==> src/rtl/steer_emu_pkg.sv <==
// Shared types and widths for the digital steering / gas emulator.
// Imported by steer_gas_emu and sat_step.
package steer_emu_pkg;

   localparam int POS_W  = 8;
   localparam int SINT_W = 9;
   localparam int RATE_W = 4;

   typedef enum logic [1:0] {
      IDLE,
      TURN_P,
      TURN_M,
      CENTER
   } steer_state_t;

   function automatic logic signed [SINT_W-1:0] rate_to_step(input logic [RATE_W-1:0] rate,
                                                              input logic             neg);
      logic signed [SINT_W-1:0] mag;
      mag = $signed({{(SINT_W-RATE_W){1'b0}}, rate});
      return neg ? -mag : mag;
   endfunction

endpackage

==> src/rtl/steer_gas_emu_sat_step.sv <==
// Combinational saturating add of a signed step to an unsigned position,
// clamped to [lo_i, hi_i].
module sat_step
   import steer_emu_pkg::*;
(
   input  logic        [POS_W-1:0]  val_i,
   input  logic signed [SINT_W-1:0] step_i,
   input  logic        [POS_W-1:0]  lo_i,
   input  logic        [POS_W-1:0]  hi_i,
   output logic        [POS_W-1:0]  res_o
);

   localparam int SUM_W = SINT_W + 1;

   // One spare bit so val + step never wraps before the clamp sees it.
   logic signed [SUM_W-1:0] sum;

   assign sum = $signed({2'b00, val_i}) + $signed({step_i[SINT_W-1], step_i});

   always_comb begin
      if (sum < $signed({2'b00, lo_i})) begin
         res_o = lo_i;
      end else if (sum > $signed({2'b00, hi_i})) begin
         res_o = hi_i;
      end else begin
         res_o = sum[POS_W-1:0];
      end
   end

endmodule

==> src/rtl/steer_gas_emu.sv <==
// Joystick-to-analog steering wheel and gas pedal emulator, updated once per vsync.
// Define STEER_EMU_AUTOCENTER_EN to let the wheel spring back to centre on release.
module steer_gas_emu
   import steer_emu_pkg::*;
#(
   parameter logic [7:0]  STEER_CENTER = 8'h70,
   parameter logic [7:0]  STEER_MIN    = 8'h30,
   parameter logic [7:0]  STEER_MAX    = 8'hB0,
   parameter int unsigned MAX_RATE     = 4,
   parameter int unsigned RETURN_STEP  = 2,
   parameter logic [7:0]  GAS_MIN      = 8'h00,
   parameter logic [7:0]  GAS_MAX      = 8'hFE,
   parameter int unsigned GAS_STEP     = 6
) (
   input  logic       clk_sys,
   input  logic       RESET,
   input  logic       vsync,
   input  logic       steer_plus,
   input  logic       steer_minus,
   input  logic       gas_plus,
   input  logic       gas_minus,
   output logic [7:0] steering,
   output logic [7:0] gas,
   output logic       frame_tick
);

   localparam logic        [RATE_W-1:0] RATE_CAP = RATE_W'(MAX_RATE);
   localparam logic signed [SINT_W-1:0] GAS_INC  = SINT_W'(GAS_STEP);

   logic                      vs_q, vs_qq, tick;
   logic                      frame_tick_q;
   steer_state_t              state_q, state_d;
   logic        [RATE_W-1:0]  rate_q, rate_d, rate_inc;
   logic        [POS_W-1:0]   steer_q, steer_sat;
   logic        [POS_W-1:0]   gas_q, gas_sat;
   logic signed [SINT_W-1:0]  steer_step, gas_step;
   logic                      go_p, go_m;

   assign tick     = vs_q & ~vs_qq;
   assign go_p     = steer_plus & ~steer_minus;
   assign go_m     = steer_minus & ~steer_plus;
   assign rate_inc = (rate_q >= RATE_CAP) ? RATE_CAP : rate_q + RATE_W'(1);

`ifdef STEER_EMU_AUTOCENTER_EN
   localparam logic [POS_W-1:0] RET_STEP = POS_W'(RETURN_STEP);

   logic                     ctr_above, ctr_arrive;
   logic        [POS_W-1:0]  ctr_dist, ctr_mag;
   logic signed [SINT_W-1:0] ctr_step;

   // Last return step is shortened to the remaining distance so centre is hit exactly.
   assign ctr_above  = steer_q > STEER_CENTER;
   assign ctr_dist   = ctr_above ? steer_q - STEER_CENTER : STEER_CENTER - steer_q;
   assign ctr_arrive = ctr_dist <= RET_STEP;
   assign ctr_mag    = ctr_arrive ? ctr_dist : RET_STEP;
   assign ctr_step   = ctr_above ? -$signed({1'b0, ctr_mag}) : $signed({1'b0, ctr_mag});
`endif

   // NOTE: every always_comb output gets a default first so no path can infer a latch.
   always_comb begin
      state_d    = state_q;
      rate_d     = rate_q;
      steer_step = '0;
      if (tick) begin
         case (state_q)
            TURN_P, TURN_M: begin
               if (!go_p && !go_m) begin
`ifdef STEER_EMU_AUTOCENTER_EN
                  state_d = CENTER;
`else
                  state_d = IDLE;
`endif
                  rate_d  = '0;
               end else if ((go_p && state_q == TURN_P) || (go_m && state_q == TURN_M)) begin
                  rate_d     = rate_inc;
                  steer_step = rate_to_step(rate_inc, go_m);
               end else begin
                  state_d    = go_p ? TURN_P : TURN_M;
                  rate_d     = RATE_W'(1);
                  steer_step = rate_to_step(RATE_W'(1), go_m);
               end
            end
`ifdef STEER_EMU_AUTOCENTER_EN
            CENTER: begin
               if (go_p || go_m) begin
                  state_d    = go_p ? TURN_P : TURN_M;
                  rate_d     = RATE_W'(1);
                  steer_step = rate_to_step(RATE_W'(1), go_m);
               end else begin
                  steer_step = ctr_step;
                  if (ctr_arrive) state_d = IDLE;
               end
            end
`endif
            default: begin
               if (go_p || go_m) begin
                  state_d    = go_p ? TURN_P : TURN_M;
                  rate_d     = RATE_W'(1);
                  steer_step = rate_to_step(RATE_W'(1), go_m);
               end
            end
         endcase
      end
   end

   always_comb begin
      if (gas_plus && gas_minus) begin
         gas_step = '0;
      end else if (gas_plus) begin
         gas_step = GAS_INC;
      end else begin
         gas_step = -GAS_INC;
      end
   end

   sat_step u_steer_sat (
      .val_i  (steer_q),
      .step_i (steer_step),
      .lo_i   (STEER_MIN),
      .hi_i   (STEER_MAX),
      .res_o  (steer_sat)
   );

   sat_step u_gas_sat (
      .val_i  (gas_q),
      .step_i (gas_step),
      .lo_i   (GAS_MIN),
      .hi_i   (GAS_MAX),
      .res_o  (gas_sat)
   );

   // NOTE: sequential state uses non-blocking assignments only.
   always_ff @(posedge clk_sys) begin
      if (RESET) begin
         vs_q         <= 1'b0;
         vs_qq        <= 1'b0;
         frame_tick_q <= 1'b0;
         state_q      <= IDLE;
         rate_q       <= '0;
         steer_q      <= STEER_CENTER;
         gas_q        <= GAS_MIN;
      end else begin
         vs_q         <= vsync;
         vs_qq        <= vs_q;
         frame_tick_q <= tick;
         if (tick) begin
            state_q <= state_d;
            rate_q  <= rate_d;
            steer_q <= steer_sat;
            gas_q   <= gas_sat;
         end
      end
   end

   assign steering   = steer_q;
   assign gas        = gas_q | 8'h01;
   assign frame_tick = frame_tick_q;

endmodule
==> config.mk <==
export PLATFORM = sky130hd
export DESIGN_NAME = steer_gas_emu
export DESIGN_NICKNAME = d
export VERILOG_FILES = /design/src/rtl/steer_emu_pkg.sv /design/src/rtl/steer_gas_emu_sat_step.sv /design/src/rtl/steer_gas_emu.sv
export SDC_FILE = /design/constraint.sdc
export NUM_CORES = 1
export LEC_CHECK = 0
export ABC_CLOCK_PERIOD_IN_PS = 6500
export BUFFER_PORTS_ARGS = -buffer_cell sky130_fd_sc_hd__buf_2
export CAP_MARGIN = 20
export CORE_MARGIN = 2
export CORE_UTILIZATION = 29
export CTS_CLUSTER_SIZE = 28
export DETAILED_ROUTE_END_ITERATION = 10
export PLACE_DENSITY_LB_ADDON = 0.12
export SYNTH_ARGS = -nofsm -noshare
export SYNTH_HDL_FRONTEND = slang
export SYNTH_SLANG_ARGS = --single-unit
==> constraint.sdc <==
create_clock -name clk_sys -period 6.5 [get_ports clk_sys]
set_input_delay 1.3 -clock clk_sys [delete_from_list [all_inputs] [get_ports clk_sys]]
set_output_delay 1.3 -clock clk_sys [all_outputs]
set_load 0.005 [all_outputs]
# After elaboration in Yosys (flattened, before gate mapping)
# Index checks and enable logic that the tools add are counted.
[totals] ff_bits=25 latch_bits=0 mem_bits_rw=0 mem_bits_ro=0 input_bits=7 out_inout_bits=17 elab_cells=60 n_memories=0
[op_classes] n_addsub=4 multipliers=0 n_div=0 magnitude_cmp=5 n_eq_ne=3 n_shift=0 n_mux=23 bitwise_logic=6 n_reduce_logical=12
[op_table] operator="2-to-1 mux 9 bit" count=9
[op_table] operator="2-to-1 mux 8 bit" count=4
[op_table] operator="adder 9 x 9 -> 10 bit" count=2
[op_table] operator="greater-than comparator 10 x 9 -> 1 bit, second input constant" count=2
[op_table] operator="2-to-1 mux 4 bit" count=5
[op_table] operator="< comparator 10 x 1 -> 1 bit, second input constant" count=1
[op_table] operator="< comparator 10 x 7 -> 1 bit, second input constant" count=1
[op_table] operator="2-to-1 mux 2 bit" count=5
[op_table] operator="negator 4 -> 9 bit" count=1
[op_table] operator="adder 4 x 1 -> 4 bit, second input constant" count=1
[op_table] operator="greater-or-equal comparator 4 x 3 -> 1 bit, second input constant" count=1
[op_table] operator="logical AND 1 bit" count=4
[op_table] operator="AND 1 bit" count=3
[op_table] operator="inequality test 3 bit, second input constant" count=1
[op_table] operator="inverter 1 bit" count=3
[op_table] operator="AND reduction 3 bit" count=1
[op_table] operator="equality test 2 x 1 -> 1 bit, second input constant" count=1
[op_table] operator="equality test 2 bit, second input constant" count=1
[op_table] operator="zero test 1 bit" count=2
[op_table] operator="logical OR 1 bit" count=2
[op_table] operator="AND reduction 2 bit" count=1
[op_table] operator="nonzero test 2 bit" count=1
[op_table] operator="OR reduction 2 bit" count=1

# Longest topological paths before layout
# Gate-level depths: netlist (run 1).
[depth] depth_word=12 depth_mapped=16

# By module
# A second synthesis (run 1) with hierarchy kept.
[unflattened] cells_unflattened=387 hier_area_um2=3160.5
[modules_own_cells] module="steer_gas_emu" instances=1 cells_each=165 area_each_um2=1278.7 seq_area_each_um2=500.5
[modules_own_cells] module="sat_step at u_steer_sat" instances=1 cells_each=111 area_each_um2=957.2 seq_area_each_um2=0.0
[modules_own_cells] module="sat_step at u_gas_sat" instances=1 cells_each=111 area_each_um2=924.6 seq_area_each_um2=0.0

# Worst setup path after synthesis (run 1)
# Ideal clock, no wire load.
[synth_path] path_type="in2reg" from="input port steer_plus" to="register steer_q[5] (netlist: steering[5])" t_arrival_ns=4.371 setup_slack_ns=2.010 cell_stages=14 path_buffers=0 path_cell_list="inv_1 > ha_1 > nand2_1 > a21oi_1 > and2_1 > nor3_1 > ha_1 > fa_1 > a211oi_4 > nor2_1 > a311oi_4 > nor4b_2 > o32ai_2 > o31a_1"
[synth_between] elab_chain_cells=12 elab_cells_between_ends=22
[synth_rtl] element="from (decl)" line="steer_gas_emu.sv:18" rtl="input logic steer_plus,"
[synth_rtl] element="inverter 1 bit" line="steer_gas_emu.sv:41" rtl="assign go_m = steer_minus & ~steer_plus;"
[synth_rtl] element="AND 1 bit" line="steer_gas_emu.sv:41"
[synth_rtl] element="logical AND 1 bit" line="steer_gas_emu.sv:74" rtl="end else if ((go_p && state_q == TURN_P) || (go_m && state_q == TURN_M)) begin"
[synth_rtl] element="logical OR 1 bit" line="steer_gas_emu.sv:74"
[synth_rtl] element="2-to-1 mux 9 bit" line="steer_gas_emu.sv:74"
[synth_rtl] element="2-to-1 mux 9 bit" line="steer_gas_emu.sv:67" rtl="if (!go_p && !go_m) begin"
[synth_rtl] element="2-to-1 mux 9 bit (*)" line="steer_gas_emu.sv:65" rtl="case (state_q)"
[synth_rtl] element="2-to-1 mux 9 bit (*)" line="steer_gas_emu.sv:64" rtl="if (tick) begin"
[synth_rtl] element="adder 9 x 9 -> 10 bit (*)" line="steer_gas_emu_sat_step.sv:18" rtl="assign sum = $signed({2'b00, val_i}) + $signed({step_i[SINT_W-1], step_i});"
[synth_rtl] element="greater-than comparator 10 x 9 -> 1 bit" line="steer_gas_emu_sat_step.sv:23" rtl="end else if (sum > $signed({2'b00, hi_i})) begin"
[synth_rtl] element="2-to-1 mux 8 bit" line="steer_gas_emu_sat_step.sv:23"
[synth_rtl] element="2-to-1 mux 8 bit (*)" line="steer_gas_emu_sat_step.sv:21" rtl="if (sum < $signed({2'b00, lo_i})) begin"
[synth_rtl] element="to (signal assigned)" line="steer_gas_emu.sv:149" rtl="steer_q <= steer_sat;"
[synth_rtl] element="to (decl)" line="steer_gas_emu.sv:34" rtl="logic [POS_W-1:0] steer_q, steer_sat;"
# Every way passes the cells marked *; elsewhere a longest branch is shown, timed or not.
# A chain may end at the register's enable or synchronous reset.

# Worst setup path after layout (run 1)
# Same ends and word-level chain as after synthesis.

==> results.yml, run 1 <==
run_status:
  status: "completed"
floorplanning:
  num_io_pins: 24
  fp.dieW_um: 90.05
  core_area_um2: 7214
  die_y_um: 90.05
  dieArea_um2: 8108
  row_count: 31
  initial_utilization: 0.2976
timing:
  finalSetupViolations: 0
  timing.final.hold_violations: 0
  rsz0062_at_grt: "false"
  setup_slack_ns: 1.789
  fmax_mhz: 212.3
  fin_skew_ns: 0.005952
  fin_crit_ns: 4.711
  drv_slew: 0
  fin_crit_sh: 0.7248
  setup_tns_ns: 0
  slew_headroom: 0.4828
  tightest_slew_ns: 0.7543
logic_synthesis:
  ys_types: 56
  synth_top_family_by_area: "compound AO/OA/AOI/OAI gates"
  synthAdderAreaFrac: 0.1643
  ys.flop_type: "dfxtp_1"
  synth-xor-area-share: 0.03613
  ys_seq_area_frac: 0.2238
  syn-mean-instance-area_um2: 8.290
  ys_ff_latch: 24
  ys_async_sr_fraction: 0
  synth_edf_count: 0
  synth_compound_area_frac: 0.2826
  yosysWarnings: 0
  syn_inst: 259
  synth_area_um2: 2147
  synthMuxAreaShare: 0.02098
  synth-simple-area-share: 0.2308
detailed_routing:
  dr.pass1.iters: 4
  first_iter_violations: 79
  vias: 1919
  drcViolationCount: 0
  finalWirelength_mm: 5.009
  viasPerCell: 5.077
  wl_per_cell_um: 13.25
  final_antenna_net_count: 0
setup_path:
  reg2reg_slack_ns: 2.52
  crit_arrival_ns: 4.87
  cp.required_ns: 6.66
  cp_max_fo: 8
  end_kind: "flip-flop"
  r2r_end: "steering[5]"
  r2r-start: "rate_q[0]"
  start_kind: "input pin"
  path_class: "input pin to flip-flop"
  reg2reg_depth: 15
power_and_ir_drop:
  powerDensity_nw_per_um2: 139.9
  p_leak_nw: 1.050
  ir_drop_uv: 38.35
finish:
  finalNetCount: 315
  diodes: 0
  multi_input_area_um2: 1585
  area_delta_synth_final_pct: 11.83
  fill_cells: 807
  drive_gt1_frac: 0.1290
  seqCellArea_um2: 480.5
worst_hold_path:
  hold_path_end: "rate_q[1]"
  hp-start: "rate_q[1]"
  hold_path_depth: 2
  hold_class: "flip-flop to flip-flop"
flow_run:
  cap_viol_max_count: 0
grt:
  grt_pass1_wl_mm: 8.680
  grt_pass1_vias: 1742
  track_usage: 0.1278
  antenna_found_initial: 0
  grt_max_degree: 24
  grt-ovfl-total: 0
cts:
  clockBufferDepth: 2
  clkLatencyLatePin_ns: 0.26
  hold_buffers: 0
  cts_htree_levels: 1
  cts_tree: "done"
  clkTransAtPathRegs_ns: 0.09
  cts_inserted_buffers: 3
  cts.sinks: 24
  ctsRootBufferMaster: "clkbuf_8"
  post_cts_buffers: 0
  post_cts_resize_count: 0
placement:
  hpwlAfterDp_mm: 3.907
  place_ws_ns: 1.524
  io_buffers: 22
  place.gp.congestion: 0.8159
## final cells by class
cell class              count  area share
multi-input cells         215      0.6602
flip-flops and latches     24      0.2001
well taps                  99     0.05159
repair buffers             23     0.04898
inverters                  14     0.02189
clock buffers               3     0.01720
## sequential cells by signal (all words and copies together) (netlist names)
signal	flops
gas_q	7
frame_tick	1
rate_q	4
steering	8
state_q	2
vs_q	1
vs_qq	1
## synth_stat cells (2+ instances only)
cell type   n  area [um2]
nor2_1     26       97.59
ha_1       25       312.8
dfxtp_1    24       480.5
nand2_1    24       90.09
a21oi_1    23       115.1
inv_1      14       52.55
a221oi_1    7       61.31
o21ai_0     7       35.03
a21o_1      6       45.04
nand2b_1    6       37.54
nor2b_1     6       37.54
o31ai_1     6       45.04
or3_1       6       37.54
a31oi_1     5       31.28
nor3_1      5       25.02
and2_1      4       25.02
xor2_1      4       35.03
and4_1      3       26.28
clkbuf_1    3       11.26
mux2i_1     3       30.03
nor3b_1     3       22.52
o21a_1      3       22.52
o31a_1      3       26.28
xnor2_1     3       26.28
a2111oi_0   2       17.52
a311o_1     2       20.02
and3_1      2       12.51
buf_2       2       10.01
fa_1        2       40.04
nand3_1     2       10.01
nor4b_2     2       30.03
o21bai_1    2       15.01
## kinds of logic (layout without fill, tap and decap cells)
kind of cell,after synthesis,after routing
compound gates,80,80
simple gates,94,94
mux,4,4
xor+xnor,8,8
buf+inv,21,40
flops,24,24
fa+ha+maj,27,27
other cells,1,2
## placed cells by master (no fill, tap or decap), types with 3 or more instances in the layout
cell | Yosys | routed
and2_1 | 4 | 4
a21o_1 | 6 | 6
nand2b_1 | 6 | 6
buf_2 | 2 | 22
clkbuf_8 | 0 | 3
or3_1 | 6 | 6
nor3_1 | 5 | 5
dfxtp_1 | 24 | 24
nand2_1 | 24 | 24
o21a_1 | 3 | 3
o21ai_0 | 7 | 7
xnor2_1 | 3 | 3
nor2b_1 | 6 | 6
nor2_1 | 26 | 26
a31oi_1 | 5 | 5
a221oi_1 | 7 | 7
o31a_1 | 3 | 3
xor2_1 | 4 | 4
nor3b_1 | 3 | 3
ha_1 | 25 | 25
inv_1 | 14 | 14
mux2i_1 | 3 | 3
o31ai_1 | 6 | 6
and4_1 | 3 | 3
a21oi_1 | 23 | 23
## metal layers
metal / part of all wire / GRT usage / vias up
met5: 0 / 0 / -
met4: 0.012 / 0.03462 / 0
met3: 0.021 / 0.01174 / 5
met2: 0.43 / 0.1905 / 28
met1: 0.53 / 0.1953 / 892
li1: - / - / 994
## where the power goes
part	internal (mW)	switching, mW	leakage (nW)
Combinational	0.0385	0.0540	0.833
Sequential	0.152	0.00394	0.195
Clock	0.0414	0.0465	0.0216
## worst max-delay path by stage
stage	startpoint	endpoint	slack (ns)	cells past startpoint
2_1_floorplan	steer_plus	steering[5]	2.01	14
3_3_place_gp	steer_plus	steering[5]	1.59	15
3_5_place_dp	steer_plus	steering[5]	1.52	15
4_1_cts	steer_plus	steering[5]	1.79	15
5_1_grt	steer_plus	steering[5]	1.51	15
6_report	steer_plus	steering[5]	1.79	15
## critical path, cell delays in order
cell and delay [ns]:
buf_2 0.11, inv_1 0.07, ha_1 0.29, nand2_1 0.08, a21oi_1 0.38, and2_1 0.21
nor3_1 0.07, ha_1 0.22, fa_1 0.44, a211oi_4 0.34, nor2_1 0.14, a311oi_4 0.38
nor4b_2 0.35, o32ai_2 0.19, o31a_1 0.29
## through the flow
stage          utilization  instances  cell area, um2  hold WS, ns  power [mW]
2_1_floorplan            -        260            2151       0.4356      0.2299
3_3_place_gp        0.3271        375            2360       0.4518      0.2541
3_5_place_dp        0.3271        375            2360       0.4553      0.2513
4_1_cts             0.3328        378            2401       0.4679      0.3408
5_1_grt             0.3328        378            2401       0.4759      0.3611
6_report            0.3328        378            2401       0.4657      0.3360
No activity file was read; power rests on OpenSTA's default activity.
==> inputs of run 2 (changes only) <==
--- a/config.mk
+++ b/config.mk
@@ -5,7 +5,7 @@
 export SDC_FILE = /design/constraint.sdc
 export NUM_CORES = 1
 export LEC_CHECK = 0
-export ABC_CLOCK_PERIOD_IN_PS = 6500
+export ABC_CLOCK_PERIOD_IN_PS = 4200
 export BUFFER_PORTS_ARGS = -buffer_cell sky130_fd_sc_hd__buf_2
 export CAP_MARGIN = 20
 export CORE_MARGIN = 2
==> constraint.sdc (replaced) <==
create_clock -name clk_sys -period 4.2 [get_ports clk_sys]
set_input_delay 0.84 -clock clk_sys [delete_from_list [all_inputs] [get_ports clk_sys]]
set_output_delay 0.84 -clock clk_sys [all_outputs]
set_load 0.005 [all_outputs]
==> run 2 against run 1 <==
Register-to-register slack lost 2.2 ns. Non-clock buffer count grew 18. Sequential power grew 54%. Clock skew shrank 0.0031 ns. Critical endpoint unchanged. Hold slack gained 0.0024 ns. Total power grew 81%. First-iteration DRC count shrank 35%.
==> results.yml, run 2 (synthesis gave the netlist of run 1 again) <==
run_status:
  status: "completed"
timing:
  slew_headroom: 0.5631
  fin_crit_ns: 3.904
  setup_slack_ns: 0.2961
  drv_slew: 0
  fin_skew_ns: 0.002831
  tightest_slew_ns: 0.6388
  timing.final.hold_violations: 0
  finalSetupViolations: 0
  holdWs_ns: 0.4681
  fin_crit_sh: 0.9295
  fmax_mhz: 256.2
  rsz0062_at_grt: "false"
floorplanning:
  num_io_pins: 24
  dieArea_um2: 8108
  initial_utilization: 0.2976
  core_area_um2: 7214
  die_y_um: 90.05
  row_count: 31
  fp.dieW_um: 90.05
placement:
  io_buffers: 22
  place_ws_ns: -0.02143
  place_area_um2: 2487
  dp.cells: 392
  hpwlAfterDp_mm: 4.194
  place.gp.congestion: 0.7855
cts:
  hold_buffers: 0
  cts.sinks: 24
  cts_tree: "done"
  ctsRootBufferMaster: "clkbuf_8"
  cts_htree_levels: 1
  clkTransAtPathRegs_ns: 0.09
  clkLatencyLatePin_ns: 0.27
  cts_inserted_buffers: 3
  clockBufferDepth: 2
grt:
  antenna_found_initial: 0
  top_usage_layer: "met2"
  grt_max_degree: 23
  met2_usage: 0.2061
  use_met1: 0.1932
  grt_pass1_vias: 1884
  grtUsageMet3: 0.01593
  grt_pass1_wl_mm: 9.108
  grt-ovfl-total: 0
  track_usage: 0.1335
finish:
  final_common_cell: "nor2_1"
  diodes: 0
  area_delta_synth_final_pct: 20.69
  finalNetCount: 333
  layout_common_cells: "26 x nor2_1, 25 x ha_1, 24 x nand2_1, 24 x dfxtp_1, 23 x a21oi_1"
  stdcell_count: 397
  drive_gt1_frac: 0.1879
  final_area_um2: 2591
  largest_reg_flops: 8
setup_path:
  crit_chain: "buf_2 -> inv_1 -> ha_1 -> buf_4 -> a31oi_1 -> a2111o_1 -> a21oi_1 -> ha_1 -> a211oi_1 -> nor3b_2 -> nor4b_2 -> nor3_1 -> a311o_1 -> o31a_1"
  r2r-start: "rate_q[0]"
  crit_arrival_ns: 4.07
  critPathMostFrequentCell: "ha_1"
  cp_max_fo: 6
  cp.required_ns: 4.36
  cp_slowest_stage_delay_ns: 0.43
  slowest_stage: "a311o_1"
  reg2reg_slack_ns: 0.32
  r2r_end: "steering[5]"
  end_kind: "flip-flop"
  reg2reg_depth: 14
  path_class: "input pin to flip-flop"
  start_kind: "input pin"
detailed_routing:
  drcViolationCount: 0
  wl_per_cell_um: 13.48
  final_antenna_net_count: 0
  first_iter_violations: 51
  viasPerCell: 5.053
  vias: 2006
  finalWirelength_mm: 5.350
  dr.pass1.iters: 5
power_and_ir_drop:
  powerDensity_nw_per_um2: 234.4
  ir_drop_uv: 106.9
  p_leak_nw: 1.154
  power.total_uw: 607.5
worst_hold_path:
  hold_path_end: "rate_q[1]"
  hp-start: "rate_q[1]"
  hold_class: "flip-flop to flip-flop"
  hold_path_depth: 2
flow_run:
  cap_viol_max_count: 0
-- run 2: worst max-delay path by stage --
stage	startpoint	to	slack (ns)	cells after the start
2_1_floorplan	steer_plus	steering[5]	0.17	14
3_3_place_gp	steer_plus	steering[5]	-0.004	14
3_5_place_dp	steer_plus	steering[5]	-0.02	16
4_1_cts	rate_q[0]	steering[5]	0.22	15
5_1_grt	rate_q[0]	steering[2]	0.01	15
6_report	steer_plus	steering[5]	0.30	14
-- run 2: critical path, delay by kind of cell --
kind / cells / cell delay, ns
AND/OR/NAND/NOR: 3 / 0.63
AO/OA/AOI/OAI: 6 / 1.74
buffers and inverters: 3 / 0.34
adder cells (fa/ha/maj): 2 / 0.53
-- run 2: cell type report --
| class | instances | area (um2) |
|---|---|---|
| clock buffer | 3 | 41.29 |
| clock inverter | 1 | 30.03 |
| fill | 782 | 4623 |
| inverter | 14 | 52.55 |
| multi-input combinational | 215 | 1610 |
| sequential | 24 | 480.5 |
| tap | 99 | 123.9 |
| timing repair buffer | 41 | 252.7 |
-- run 2: layer usage --
| metal | vias to the layer above | routed length [um] |
|---|---|---|
| met4 | 0 | 76 |
| met2 | 33 | 2399 |
| li1 | 1031 | - |
| met5 | - | 0 |
| met3 | 4 | 158 |
| met1 | 938 | 2716 |
-- run 2: power by group --
part	internal (mW)	switching [mW]	total, mW	leakage (nW)
Clock	0.127	0.0767	0.204	0.0357
Combinational	0.0725	0.0897	0.162	0.923
Sequential	0.235	0.00653	0.241	0.195
-- run 2: what timing repair did --
action                                 CTS  global route
endpoints found under the hold margin    0             0
setup endpoints to repair                0             5
resized for setup                        0             3
buffers inserted                         0             1
-- run 2: per-stage QoR --
stage                     setup TNS [ns]  utilization
after CTS                              0       0.3547
after global routing                   0       0.3592
after floorplan                        0            -
after global placement         -0.004416       0.3448
after detailed placement        -0.02143       0.3448
final                                  0       0.3592
==> inputs of run 3 (changes only) <==
--- a/config.mk
+++ b/config.mk
@@ -13,6 +13,7 @@
 export CTS_CLUSTER_SIZE = 28
 export DETAILED_ROUTE_END_ITERATION = 10
 export PLACE_DENSITY_LB_ADDON = 0.12
+export REMOVE_ABC_BUFFERS = 1
 export SYNTH_ARGS = -nofsm -noshare
 export SYNTH_HDL_FRONTEND = slang
 export SYNTH_SLANG_ARGS = --single-unit
==> run 3 against run 2 <==
Hold slack improved by 0.017 ns. Sequential power about the same. Clock power increased by 2%. Critical path type is now flip-flop to flip-flop. Die area unchanged. Wire length increased by 2.7%. Critical path depth increased by 1.
==> results.yml, run 3 (synthesis gave the netlist of run 1 again) <==
flow_run:
  cap_viol_max_count: 0
run_status:
  status: "completed"
grt:
  grt_max_degree: 23
  met2_usage: 0.2287
  track_usage: 0.1360
  antenna_found_initial: 0
  use_met1: 0.1871
  grtUsageMet3: 0.01257
  grt_pass1_wl_mm: 9.156
  grt-ovfl-total: 0
  grt_pass1_vias: 1908
  top_usage_layer: "met2"
detailed_routing:
  finalWirelength_mm: 5.493
  first_iter_violations: 111
  wl_per_cell_um: 13.87
  vias: 1983
  viasPerCell: 5.008
  final_antenna_net_count: 0
  dr.pass1.iters: 4
  drcViolationCount: 0
finish:
  final_common_cell: "nor2_1"
  fill_cells: 796
  largest_reg_flops: 8
  finalNetCount: 332
  diodes: 0
  post-route-util: 0.3566
  area_delta_synth_final_pct: 19.81
  drive_gt1_frac: 0.1852
  layout_common_cells: "26 x nor2_1, 25 x ha_1, 24 x nand2_1, 24 x dfxtp_1, 23 x a21oi_1"
cts:
  cts_tree: "done"
  clockBufferDepth: 2
  ctsRootBufferMaster: "clkbuf_8"
  clkTransAtPathRegs_ns: 0.09
  cts.sinks: 24
  cts_htree_levels: 1
  cts_inserted_buffers: 3
  hold_buffers: 0
  clkLatencyLatePin_ns: 0.27
floorplanning:
  num_io_pins: 24
  dieArea_um2: 8108
  row_count: 31
  core_area_um2: 7214
  initial_utilization: 0.2976
  die_y_um: 90.05
  fp.dieW_um: 90.05
setup_path:
  r2r_end: "steering[5]"
  reg2reg_depth: 15
  cp.required_ns: 4.37
  endpoint: "steering[5]"
  cp_max_fo: 6
  start_kind: "flip-flop"
  end_kind: "flip-flop"
  r2r-start: "rate_q[0]"
  reg2reg_slack_ns: 0.25
  path_class: "flip-flop to flip-flop"
  crit_path_start: "rate_q[0]"
  crit_arrival_ns: 4.12
placement:
  hpwlAfterDp_mm: 4.240
  place.gp.congestion: 0.7820
  io_buffers: 22
  place_ws_ns: -0.04708
worst_hold_path:
  hold_class: "flip-flop to flip-flop"
  hold_path_depth: 2
timing:
  fmax_mhz: 253.4
  fin_crit_sh: 0.9395
  timing.final.hold_violations: 0
  setup_slack_ns: 0.2540
  slew_headroom: 0.5851
  fin_skew_ns: 0.002122
  holdWs_ns: 0.4854
  tightest_slew_ns: 0.6211
  drv_slew: 0
  finalSetupViolations: 0
  fin_crit_ns: 3.946
power_and_ir_drop:
  ir_drop_uv: 81.60
  p_leak_nw: 1.150
  powerDensity_nw_per_um2: 237.0
## run 3: layout make-up
class	instances	area, um2	share of cell area
Clock inverter	1	30.03	0.01167
Sequential cell	24	480.5	0.1868
Clock buffer	3	41.29	0.01605
Multi-Input combinational cell	215	1599	0.6216
Timing Repair Buffer	40	245.2	0.09533
Tap cell	99	123.9	0.04815
Inverter	14	52.55	0.02043
## run 3: timing repair
action                                  CTS  global route
gates resized for setup                   0             2
endpoints found under the setup margin    0             5
setup buffers                             0             0
## run 3: worst max-delay path, cell delays in order, from the launching register on
cell and delay, ns:
dfxtp_1 0.35, ha_1 0.30, and2_1 0.18, inv_1 0.06, ha_1 0.26, o21ai_0 0.18, a22oi_1 0.10, or3_1 0.32
a21oi_1 0.17, ha_1 0.31, a211oi_4 0.34, nor2_1 0.16, a311oi_4 0.37, nor4b_4 0.29, o32ai_2 0.17, o31a_1 0.30
## run 3: routing by layer
metal	share of wire	vias up
met5	0	-
met4	0.011	0
met3	0.013	5
met2	0.47	20
met1	0.51	926
li1	-	1032
## run 3: worst min-delay path by stage
stage / slack (ns) / endpoint / start
5_1_grt: 0.51 / rate_q[1] / rate_q[1]
3_5_place_dp: 0.47 / rate_q[1] / rate_q[1]
6_report: 0.49 / rate_q[1] / rate_q[1]
3_3_place_gp: 0.47 / rate_q[1] / rate_q[1]
2_1_floorplan: 0.43 / rate_q[1] / rate_q[1]
4_1_cts: 0.49 / rate_q[1] / rate_q[1]
## run 3: report_power, final
group	switching [mW]	leakage, nW	internal (mW)	total (mW)
clock network	0.0811	0.0357	0.128	0.209
logic	0.0903	0.920	0.0699	0.160
registers	0.00621	0.195	0.235	0.241
## run 3: through the flow
stage               area, um2  cells   TNS [ns]  total power, mW
floorplan                2118    253          0           0.3519
global placement         2487    392  -0.004292           0.4052
detailed placement       2487    392    -0.1173           0.4050
CTS                      2559    396          0           0.6165
global route             2572    396   -0.01698           0.6442
finish                   2572    396          0           0.6097
